--- src/rtl/demux16_deser.sv ---
// demux16_deser: serial-to-parallel frame builder for a 16:1 mux link.
// Steers each accepted bit into a slot; publishes once all slots are filled.
module demux16_deser #(
   parameter int WIDTH = 16,
   parameter int SELW  = 4
) (
   input  logic            clk,
   input  logic            rst,
   input  logic            in,
   input  logic            in_valid,
   input  logic [SELW-1:0] sel,
   input  logic            mode,
   input  logic            clear,
   output logic [WIDTH-1:0] out,
   output logic            out_valid,
   output logic [SELW-1:0] slot,
   output logic            busy
);

   logic [WIDTH-1:0] shadow;
   logic [WIDTH-1:0] mask;
   logic [WIDTH-1:0] bitsel;
   logic [WIDTH-1:0] nshadow;
   logic [WIDTH-1:0] nmask;
   logic [SELW-1:0]  idx;
   logic             lmode;
   logic             amode;
   logic             full;

   assign busy = |mask;

   // Steering for this beat; the first bit of a frame sees the live mode.
   always_comb begin
      amode   = busy ? lmode : mode;
      idx     = amode ? sel : slot;
      bitsel  = WIDTH'(1) << idx;
      nmask   = mask | bitsel;
      nshadow = in ? (shadow | bitsel) : (shadow & ~bitsel);
      full    = &nmask;
   end

   // Frame assembly, publish and flush.
   always_ff @(posedge clk) begin
      if (rst) begin
         out       <= '0;
         out_valid <= 1'b0;
         slot      <= '0;
         shadow    <= '0;
         mask      <= '0;
         lmode     <= 1'b0;
      end else begin
         out_valid <= 1'b0;
         if (clear) begin
            mask   <= '0;
            shadow <= '0;
            slot   <= '0;
         end else if (in_valid) begin
            if (!busy)
               lmode <= mode;
            if (!amode)
               slot <= slot + SELW'(1);
            if (full) begin
               out       <= nshadow;
               out_valid <= 1'b1;
               mask      <= '0;
               shadow    <= '0;
            end else begin
               mask   <= nmask;
               shadow <= nshadow;
            end
         end
      end
   end

endmodule

--- config.mk ---
export PLATFORM = sky130hd
export DESIGN_NAME = demux16_deser
export DESIGN_NICKNAME = d
export VERILOG_FILES = /design/src/rtl/demux16_deser.sv
export SDC_FILE = /design/constraint.sdc
export NUM_CORES = 1
export LEC_CHECK = 0
export CAP_MARGIN = 40
export CELL_PAD_IN_SITES_DETAIL_PLACEMENT = 1
export CELL_PAD_IN_SITES_GLOBAL_PLACEMENT = 1
export CORE_MARGIN = 2
export CORE_UTILIZATION = 44
export DETAILED_ROUTE_END_ITERATION = 7
export PLACE_DENSITY_LB_ADDON = 0.05
export SYNTH_ARGS = -nofsm -noshare
export SYNTH_HDL_FRONTEND = slang
export SYNTH_SLANG_ARGS = --single-unit
--- constraint.sdc ---
create_clock -name clk -period 2.85 [get_ports clk]
set_input_delay 0.4275 -clock clk [delete_from_list [all_inputs] [get_ports clk]]
set_output_delay 0.4275 -clock clk [all_outputs]
set_load 0.02 [all_outputs]
==> summary.txt, run 1 <==
Floorplanning
  • Cell Rows: 32
  • Core ar.: 0.00769 sq mm
  • Chip height: around 93 um
  • Top-level port count: 32
  • Die Width: 92.9 um
  • Die ar.: about 0.0086 sq mm
  • Initial core utilization: a little under half

Final layout
  • Diode count: 0
  • Area grow syn2layout: 27.9%
  • Commonest non-fill, non-tap cell in the layout: nor2_1
  • Fin cells: between 500 and 600
  • Share of cells above drive strength 1: around 28%
  • Most frequent cells in the layout: 56 x nor2_1, 53 x dfxtp_1, 51 x buf_4
  • Sequential Area: roughly 0.0011 sq mm
  • Final core occ: 57.9%
  • Filler cells: 910
  • Multi-input gate area in the final layout: 0.00232 sq mm
  • Nets: approximately 470

Power and ir drop
  • P per Cell Area: between 300 and 400 mW/mm^2
  • Pleak: 1.82 nW
  • Worst IR Drop VDD: between 200 and 300 uV

Yosys
  • Async S/R FF share, synth: 0%
  • Post-synth EDFFs: 0
  • Avg Cell Area, Syn: around 9 sq um
  • Syn Inst Count: between 300 and 400
  • Yosys reg bits: 54
  • Synthesis Warnings: 0
  • Syn nets: roughly 410
  • Post-synth cell types: slightly above 60
  • Top FF cell, synth: dfxtp_1
  • Sequential-to-total area share from yosys stat: between 30% and 40%
  • Post-Syn Area: 0.00348 sq mm

Critical path
  • Slowest CP cell: or3_1
  • FF-to-FF End: out[3]
  • CP arrival: a little under 3 ns
  • Worst Setup End Kind: register
  • CP peak stage delay: 0.40 ns
  • R2R depth: 8
  • Worst-path maximum fanout: 7
  • CP cell instances: buf_4 > nand2b_1 > or3_1 > o21ai_1 > a31oi_1 > nor4_4 > and4_4 > mux2_2
  • R2r setup slk: slightly below 0.1 ns
  • Worst Setup EP: out[3]
  • CP Launch Type: register
  • Worst r2r src: slot[3]
  • Worst Path Required: between 3 and 4 ns
  • Setup Crit Path Kind: register to register
  • Critical path origin: slot[3]

Placed design
  • Post-DP HPWL: between 8000 and 9000 um
  • Placer congestion estimate: just under 0.9
  • Port-buffer cells: 31
  • Placed Cells: approximately 560

STA
  • Finish-stage setup viols: 0
  • Slew @ Worst Pin: between 0.8 and 0.9 ns
  • Tmin final: 2.75 ns
  • Tcrit/Tclk final: 96.6%
  • Pins over their slew limit: 0
  • Hold WS: ~0.50 ns
  • Final hold violation count: 0
  • Unrepaired setup endpoints after global routing: yes
  • Fmax: 363 MHz
  • Clock skew: between 0.01 and 0.015 ns
  • Max-slew headroom: 43.4%

Global routing
  • First-pass GRT wire length: approximately 18,000 um
  • Total Routing Usage GR: 26.5%
  • Grt ovf: 0
  • Initial antenna violation count: 0
  • Vias in the first global route: approximately 3,300
  • Largest net degree at the start of global routing: 34

Clock tree
  • Max Buffers Root-to-Sink: 2
  • Worst-path clk slew: approximately 0.10 ns
  • # H-tree levels: 2
  • CTS Buf Count: 5
  • Clock latency on the worst-skew pair: about 0.32 ns
  • CTS tree: yes
  • CTS Hold Bufs: 0
  • Clk sinks: 54
  • Clock Tree Root: clkbuf_8
  • Setup bufs post-CTS: 0

Run status
  • Status: finished clean

Drt
  • Vias: around 3,300
  • Top Metal Used: met4
  • Total Wirelength: between 10,000 and 15,000 um
  • Drt first pass iters: 4
  • Detail Route Antenna Nets: 0
  • Via density: slightly below 6
  • Wirelength per Cell: 19.8 um
  • Initial DRC Count: approximately 130
  • Met2 Wirelength: approximately 5600 um
  • Met1 WL: 5150 um
  • Met3 WL: around 280 um
  • Drt drc: 0

Job
  • Maxcap violations: 0

Worst hold path
  • Hold Crit Depth: 1
  • Hold Path Class: register to register
flip-flops by register name (all words and copies together), names as in the netlist:
signal / cells
out: 16
mask: 16
lmode: 1
shadow: 16
out_valid: 1
slot: 4
cell type report:
class,instances,area share [%]
Sequential cell,54,24.3
Timing Repair Buffer,87,17.6
Tap cell,102,2.87
Multi-Input combinational cell,307,52.1
Inverter,5,0.478
Clock inverter,3,1.07
Clock buffer,5,1.55
repair_timing:
| item | 4_1_cts | 5_1_grt |
|---|---|---|
| resized for setup | 2 | 18 |
| setup endpoints to repair | 12 | 36 |
| pin swaps | 0 | 1 |
worst min path at each step:
stage	start	slack, ns	end
2_1_floorplan	shadow[3]	0.44	shadow[3]
3_3_place_gp	shadow[3]	0.46	shadow[3]
3_5_place_dp	shadow[3]	0.47	shadow[3]
4_1_cts	shadow[3]	0.50	shadow[3]
5_1_grt	shadow[3]	0.52	shadow[3]
6_report	shadow[2]	0.50	shadow[2]
metrics by stage:
step	setup WS, ns	cell area [sq um]	power [mW]	TNS [ns]
after floorplan	0.249	3480	0.925	0
after global placement	-0.147	4240	1.03	-4.38
after detailed placement	-0.249	4240	1.03	-7.44
after CTS	0.0271	4360	1.57	0
after global routing	-0.00487	4450	1.63	-0.00489
final	0.0961	4450	1.57	0
logic make-up after synthesis:
| family | count (synthesis) | synth area share (%) |
|---|---|---|
| buffers and inverters | 33 | 4.93 |
| AO/OA/AOI/OAI | 63 | 12.3 |
| multiplexers | 63 | 20.0 |
| AND/OR/NAND/NOR | 177 | 30.6 |
| adder cells (fa/ha/maj) | 1 | 0.360 |
| flip-flops | 54 | 31.1 |
| XOR/XNOR | 3 | 0.756 |
cell usage after synthesis (all sizes together) (2+ instances only):
library cell   n  share of area (%)
nor4           5                1.9
clkbuf        16                1.8
a31oi          3               0.54
o211ai         3               0.65
xor2           2               0.50
o211a          2               0.58
or3            4               0.72
a211oi         3               0.65
nand3         10                1.4
mux2          21                7.9
nor3b          4               0.86
and4b          5                1.4
nor4bb         5                1.4
and4           4                1.0
nor3          25                5.8
inv            4               0.50
o21ai         18                2.7
nor2b         19                3.4
a22o           8                2.0
buf           12                2.6
nand3b         2               0.43
nor4b          2               0.50
nor2          56                6.0
nand2         20                2.2
dfxtp         54                 31
nand4          3               0.97
o311ai         2               0.50
and3           2               0.36
a21oi         13                1.9
mux2i         42                 12
nand2b         7                1.3
report_power, final:
group / switching, mW / leakage (nW) / internal [mW] / total [mW]
clock network: 0.276 / 0.0587 / 0.267 / 0.543
logic: 0.148 / 1.32 / 0.115 / 0.264
registers: 0.00506 / 0.436 / 0.759 / 0.764
per-layer routing:
layer | vias to the layer above | track usage [%]
met1 | 1651 | 35.8
met5 | - | 0
li1 | 1559 | -
met3 | 9 | 2.77
met2 | 41 | 46.2
met4 | 0 | 4.78
worst max-delay path: cells and delay by family (launching register included):
family          cells  cell delay [ns]
compound gates      2             0.38
buf+inv             1             0.18
flops               1             0.38
mux                 1             0.33
simple gates        4             1.37
(Power assumes the default switching activity.)
==> run 2: changes to the inputs <==
Settings changed: CORE_UTILIZATION 44 to 30.
==> summary.txt, run 2 (synthesis results as in run 1) <==
Critical path
  • Worst-path maximum fanout: 13
  • Slowest CP cell: dfxtp_1
  • Worst Path Required: about 3 ns
  • CP peak stage delay: ~0.38 ns
  • Delay-heaviest family, CP: simple AND/OR/NAND/NOR gates
  • CP cell instances: nor4_4 > and4_1 > buf_6 > mux2i_2 > o22ai_2 > nor4_4 > buf_4 > nand4_4 > buf_12 > mux2_4
  • Worst Setup End Kind: register
  • Worst r2r src: mask[2]
  • FF-to-FF End: out[11]
  • R2R depth: 10
  • CP arrival: just under 3 ns
  • WP buf/inv: 3
  • CP Launch Type: register
  • Setup Crit Path Kind: register to register
  • R2r setup slk: 0.15 ns
  • Most used cell, CP: nor4_4

Drt
  • Drt drc: 0
  • Met1 WL: roughly 5800 um
  • Total Wirelength: between 10,000 and 15,000 um
  • Wirelength per Cell: between 15 and 20 um
  • Drt first pass iters: 4
  • Met2 Wirelength: approximately 5300 um
  • Vias: around 3,200
  • Initial DRC Count: between 100 and 150
  • Top Metal Used: met4
  • Detail Route Antenna Nets: 0
  • Met3 WL: 307 um
  • Via density: between 5 and 6

STA
  • Tmin final: 2.70 ns
  • Clock skew: 0.00702 ns
  • Final hold violation count: 0
  • Setup ws final: around 0.15 ns
  • Max-slew headroom: roughly half
  • Tcrit/Tclk final: about 95%
  • Final setup TNS: 0 ns
  • Fmax: ~370 MHz
  • Pins over their slew limit: 0
  • Finish-stage setup viols: 0
  • Slew @ Worst Pin: 0.755 ns

Placed design
  • DP Worst Slack: -0.360 ns
  • Placer congestion estimate: roughly 0.85
  • Placed Cells: 606
  • Post-DP HPWL: 8660 um
  • Port-buffer cells: 31

Clock tree
  • Max Buffers Root-to-Sink: 2
  • Clk sinks: 54
  • # H-tree levels: 2
  • Clock Tree Root: clkbuf_16
  • CTS Hold Bufs: 0
  • Worst-path clk slew: about 0.08 ns
  • Clock latency on the worst-skew pair: ~0.3 ns
  • CTS tree: yes
  • CTS Buf Count: 5

Worst hold path
  • Hold Path Class: register to register
  • Hold path endpoint: shadow[7]
  • Hold Crit Depth: 1
  • Hold Crit Start: shadow[7]

Floorplanning
  • Initial core utilization: between 30% and 40%
  • Chip height: 112 um
  • Die ar.: about 0.012 sq mm
  • Top-level port count: 32
  • Core ar.: around 0.011 sq mm
  • Die Width: between 100 and 150 um
  • Cell Rows: 39

Power and ir drop
  • Tot Pwr: between 1.5 and 2 mW
  • Switch Pwr: 0.465 mW
  • Clock power share: between 30% and 40%
  • Worst IR Drop VDD: between 200 and 250 uV
  • Internal: 1.26 mW
  • Seq pwr share: between 40% and 50%
  • Pleak: 1.92 nW
  • Combinational share of power: roughly 16%
  • Sw Ratio: between 20 and 30%
  • P per Cell Area: 370 mW/mm^2

Run status
  • Status: finished clean

Global routing
  • Total Routing Usage GR: a little under a fifth
  • Initial antenna violation count: 0
  • First-pass GRT wire length: 18,500 um
  • Largest net degree at the start of global routing: 33
  • Grt ovf: 0
  • Vias in the first global route: ~3,300

Final layout
  • Nets: a little under 500
  • Commonest non-fill, non-tap cell in the layout: buf_4
  • Biggest regs: mask (16), out (16), shadow (16)
  • Share of cells above drive strength 1: between 20% and 30%
  • Diode count: 0
  • Most frequent cells in the layout: 62 x buf_4, 56 x nor2_1, 54 x dfxtp_1
  • Fin cells: 617
  • Area grow syn2layout: 34.0%

Job
  • Maxcap violations: 0
-- run 2: cell count changes in the layout (fill, tap and decap cells not counted), sizes merged --
cell	delta
buf	+12
clkbuf	+3
dlymetal6s2s	+1
inv	-1
clkdlybuf4s50	-1
bufinv	-1
-- run 2: per-layer routing --
metal / GRT usage, % / vias up
met2: 29.7 / 38
met1: 26.5 / 1579
met5: 0 / -
met3: 2.61 / 15
met4: 6.17 / 0
li1: - / 1584
-- run 2: how the worst max path moves through the flow --
stage	from	to	slack, ns	depth (start not counted)
after floorplan	mode	out[0]	0.25	9
after global placement	sel[2]	out[12]	-0.26	11
after detailed placement	sel[2]	mask[6]	-0.36	10
after CTS	sel[2]	out[2]	0.02	11
after global routing	sel[1]	shadow[13]	-0.006	11
final	mask[2]	out[11]	0.15	10
-- run 2: final cells by class --
class / count / area [sq um]
inverters: 5 / 21.3
repair buffers: 100 / 906
clock buffers: 7 / 153
fillers: 1321 / 6710
clock inverters: 1 / 8.76
well taps: 143 / 179
multi-input cells: 307 / 2310
flip-flops and latches: 54 / 1080
-- run 2: through the flow --
stage          area (sq um)  util, %  hold slack (ns)
5_1_grt                4660     41.0            0.496
6_report               4660     41.0            0.486
4_1_cts                4540     39.9            0.486
3_5_place_dp           4360     38.4            0.463
2_1_floorplan          3480        -            0.442
3_3_place_gp           4360     38.4            0.461
-- run 2: power groups by stage --
stage                     clock, mW  combinational (mW)  sequential, mW
after CTS                     0.703               0.259           0.763
after global routing          0.729               0.299           0.764
after floorplan                   0               0.144           0.781
final                         0.682               0.279           0.763
after global placement            0               0.256           0.781
after detailed placement          0               0.257           0.781
-- run 2: repair_timing --
item                       in CTS  in global routing
setup buffers                   0                  2
gates resized for setup         3                 16
setup endpoints to repair      48                 49
cloned                          0                  1
pin swaps                       1                  4
==> run 3: changes to the inputs <==
Settings changed: CAP_MARGIN 40 to default, PLACE_DENSITY from default to 0.58, PLACE_DENSITY_LB_ADDON 0.05 to default, REMOVE_ABC_BUFFERS from default to 1.
==> summary.txt, run 3 (synthesis results as in run 1) <==
Power and ir drop
  • Combinational share of power: between 10% and 20%
  • Clock power share: approximately 43%
  • Sw Ratio: 24.0%
  • Pleak: approximately 1.9 nW
  • Worst IR Drop VDD: roughly 230 uV
  • Switch Pwr: 0.437 mW
  • P per Cell Area: 393 mW/mm^2
  • Internal: roughly 1.4 mW
  • Seq pwr share: a little over two fifths

Clock tree
  • CTS tree: yes
  • Clk sinks: between 50 and 60
  • # H-tree levels: 2
  • Setup bufs post-CTS: 0
  • Max Buffers Root-to-Sink: 2
  • Clock latency on the worst-skew pair: approximately 0.30 ns
  • Worst-path clk slew: 0.07 ns
  • CTS Buf Count: 5
  • Clock Tree Root: clkbuf_16
  • CTS Hold Bufs: 0

Floorplanning
  • Die Width: approximately 110 um
  • Cell Rows: 39
  • Initial core utilization: between 30% and 40%
  • Chip height: 112 um
  • Top-level port count: 32
  • Die ar.: ~0.012 sq mm
  • Core ar.: between 0.01 and 0.015 sq mm

STA
  • Max-slew headroom: around three fifths
  • Unrepaired setup endpoints after global routing: no
  • Fmax: 367 MHz
  • Tcrit/Tclk final: 95.7%
  • Setup ws final: roughly 0.12 ns
  • Tmin final: around 2.7 ns
  • Slew @ Worst Pin: 0.608 ns
  • Final hold violation count: 0
  • Clock skew: a little over 0.008 ns
  • Finish-stage setup viols: 0
  • Pins over their slew limit: 0

Critical path
  • Most used cell, CP: buf_12
  • Worst Path Required: ~3.0 ns
  • Slowest CP cell: o32a_2
  • R2R depth: 11
  • CP Launch Type: register
  • Setup Crit Path Kind: register to register
  • Worst-path maximum fanout: 13
  • CP cell instances: nor4_4 > and4_4 > buf_12 > inv_4 > o21ai_4 > buf_12 > nor2_1 > o32a_2 > nand4_4 > buf_12 > mux2_2
  • FF-to-FF End: out[13]
  • CP arrival: 2.91 ns
  • CP peak stage delay: ~0.45 ns
  • R2r setup slk: 0.12 ns
  • Worst Setup End Kind: register
  • Worst r2r src: mask[13]

Worst hold path
  • Hold Crit Depth: 1
  • Hold Crit Start: shadow[10]
  • Hold Path Class: register to register
  • Hold path endpoint: shadow[10]

Drt
  • Vias: between 3,000 and 4,000
  • Wirelength per Cell: about 18 um
  • Drt drc: 0
  • Total Wirelength: 11,000 um
  • Drt first pass iters: 4
  • Detail Route Antenna Nets: 0
  • Via density: around 5.2
  • Initial DRC Count: between 100 and 150

Global routing
  • Initial antenna violation count: 0
  • Largest net degree at the start of global routing: 27
  • First-pass GRT wire length: between 15,000 and 20,000 um
  • Vias in the first global route: 3,277
  • Grt ovf: 0
  • Total Routing Usage GR: 18.0%

Run status
  • Status: finished clean

Placed design
  • Post-Place Cell Area: about 0.0043 sq mm
  • DP Worst Slack: -0.307 ns
  • Placed Cells: about 600
  • Port-buffer cells: 31
  • Placer congestion estimate: 0.836
  • Post-DP HPWL: ~8500 um

Final layout
  • Most frequent cells in the layout: 56 x nor2_1, 54 x dfxtp_1, 52 x buf_4
  • Biggest regs: mask (16), out (16), shadow (16)
  • Filler cells: about 1,300
  • Post-route cell area: approximately 0.0046 sq mm
  • Share of cells above drive strength 1: between 20% and 30%
  • Final core occ: between 40% and 50%
  • Commonest non-fill, non-tap cell in the layout: nor2_1
  • Diode count: 0
  • Fin cells: 605
  • Area grow syn2layout: 33.5%
  • Multi-input gate area in the final layout: 0.00237 sq mm
  • Sequential Area: 0.00108 sq mm
  • Nets: 472

Job
  • Maxcap violations: 0
## run 3: worst max path at each step
stage                   from         end  slack (ns)  cells after the start
finish              mask[13]     out[13]        0.12                     11
global route          sel[1]      out[9]       0.003                     12
CTS                 mask[10]      out[3]      0.0006                     10
detailed placement    sel[2]      out[2]       -0.31                      8
global placement      sel[2]  shadow[13]       -0.27                     10
floorplan           mask[15]  shadow[12]       -0.41                      8
## run 3: per-stage QoR
| step | power, mW | hold WS (ns) | TNS (ns) |
|---|---|---|---|
| CTS | 1.84 | 0.487 | 0 |
| detailed placement | 1.04 | 0.470 | -11.69 |
| floorplan | 0.895 | 0.442 | -10.56 |
| global placement | 1.04 | 0.460 | -10.02 |
| global route | 1.90 | 0.512 | 0 |
| finish | 1.82 | 0.481 | 0 |
## run 3: power groups by stage
stage	sequential (mW)	combinational, mW	clock (mW)
2_1_floorplan	0.784	0.111	0
3_3_place_gp	0.781	0.255	0
3_5_place_dp	0.781	0.258	0
4_1_cts	0.764	0.260	0.812
5_1_grt	0.765	0.296	0.842
6_report	0.764	0.273	0.787
## run 3: timing repair
item                       CTS  global route
setup endpoints to repair   39            49
pin swaps                    1             3
resized for setup            4            22
## run 3: final cells by class
class,instances,area share [%]
sequential,54,23.3
clock inverter,3,1.48
tap,143,3.85
inverter,5,0.458
timing repair buffer,88,17.3
clock buffer,5,2.69
multi-input combinational,307,50.9
## run 3: layer usage
metal  vias up  wire, um  share of wire, %  GRT usage (%)
met2        35      5340                48           30.5
met3         7       239               2.2           2.89
li1       1554         -                 -              -
met5         -         0                 0              0
met1      1533      5340                48           24.2
met4         0       130               1.2           4.03
## run 3: worst max-delay path, delay by kind of cell (launching register included)
family | cells | cell delay (ns)
buffers and inverters | 4 | 0.54
DFF | 1 | 0.34
muxes | 1 | 0.35
AOI/OAI and AO/OA | 2 | 0.60
and+or+nand+nor | 4 | 0.77
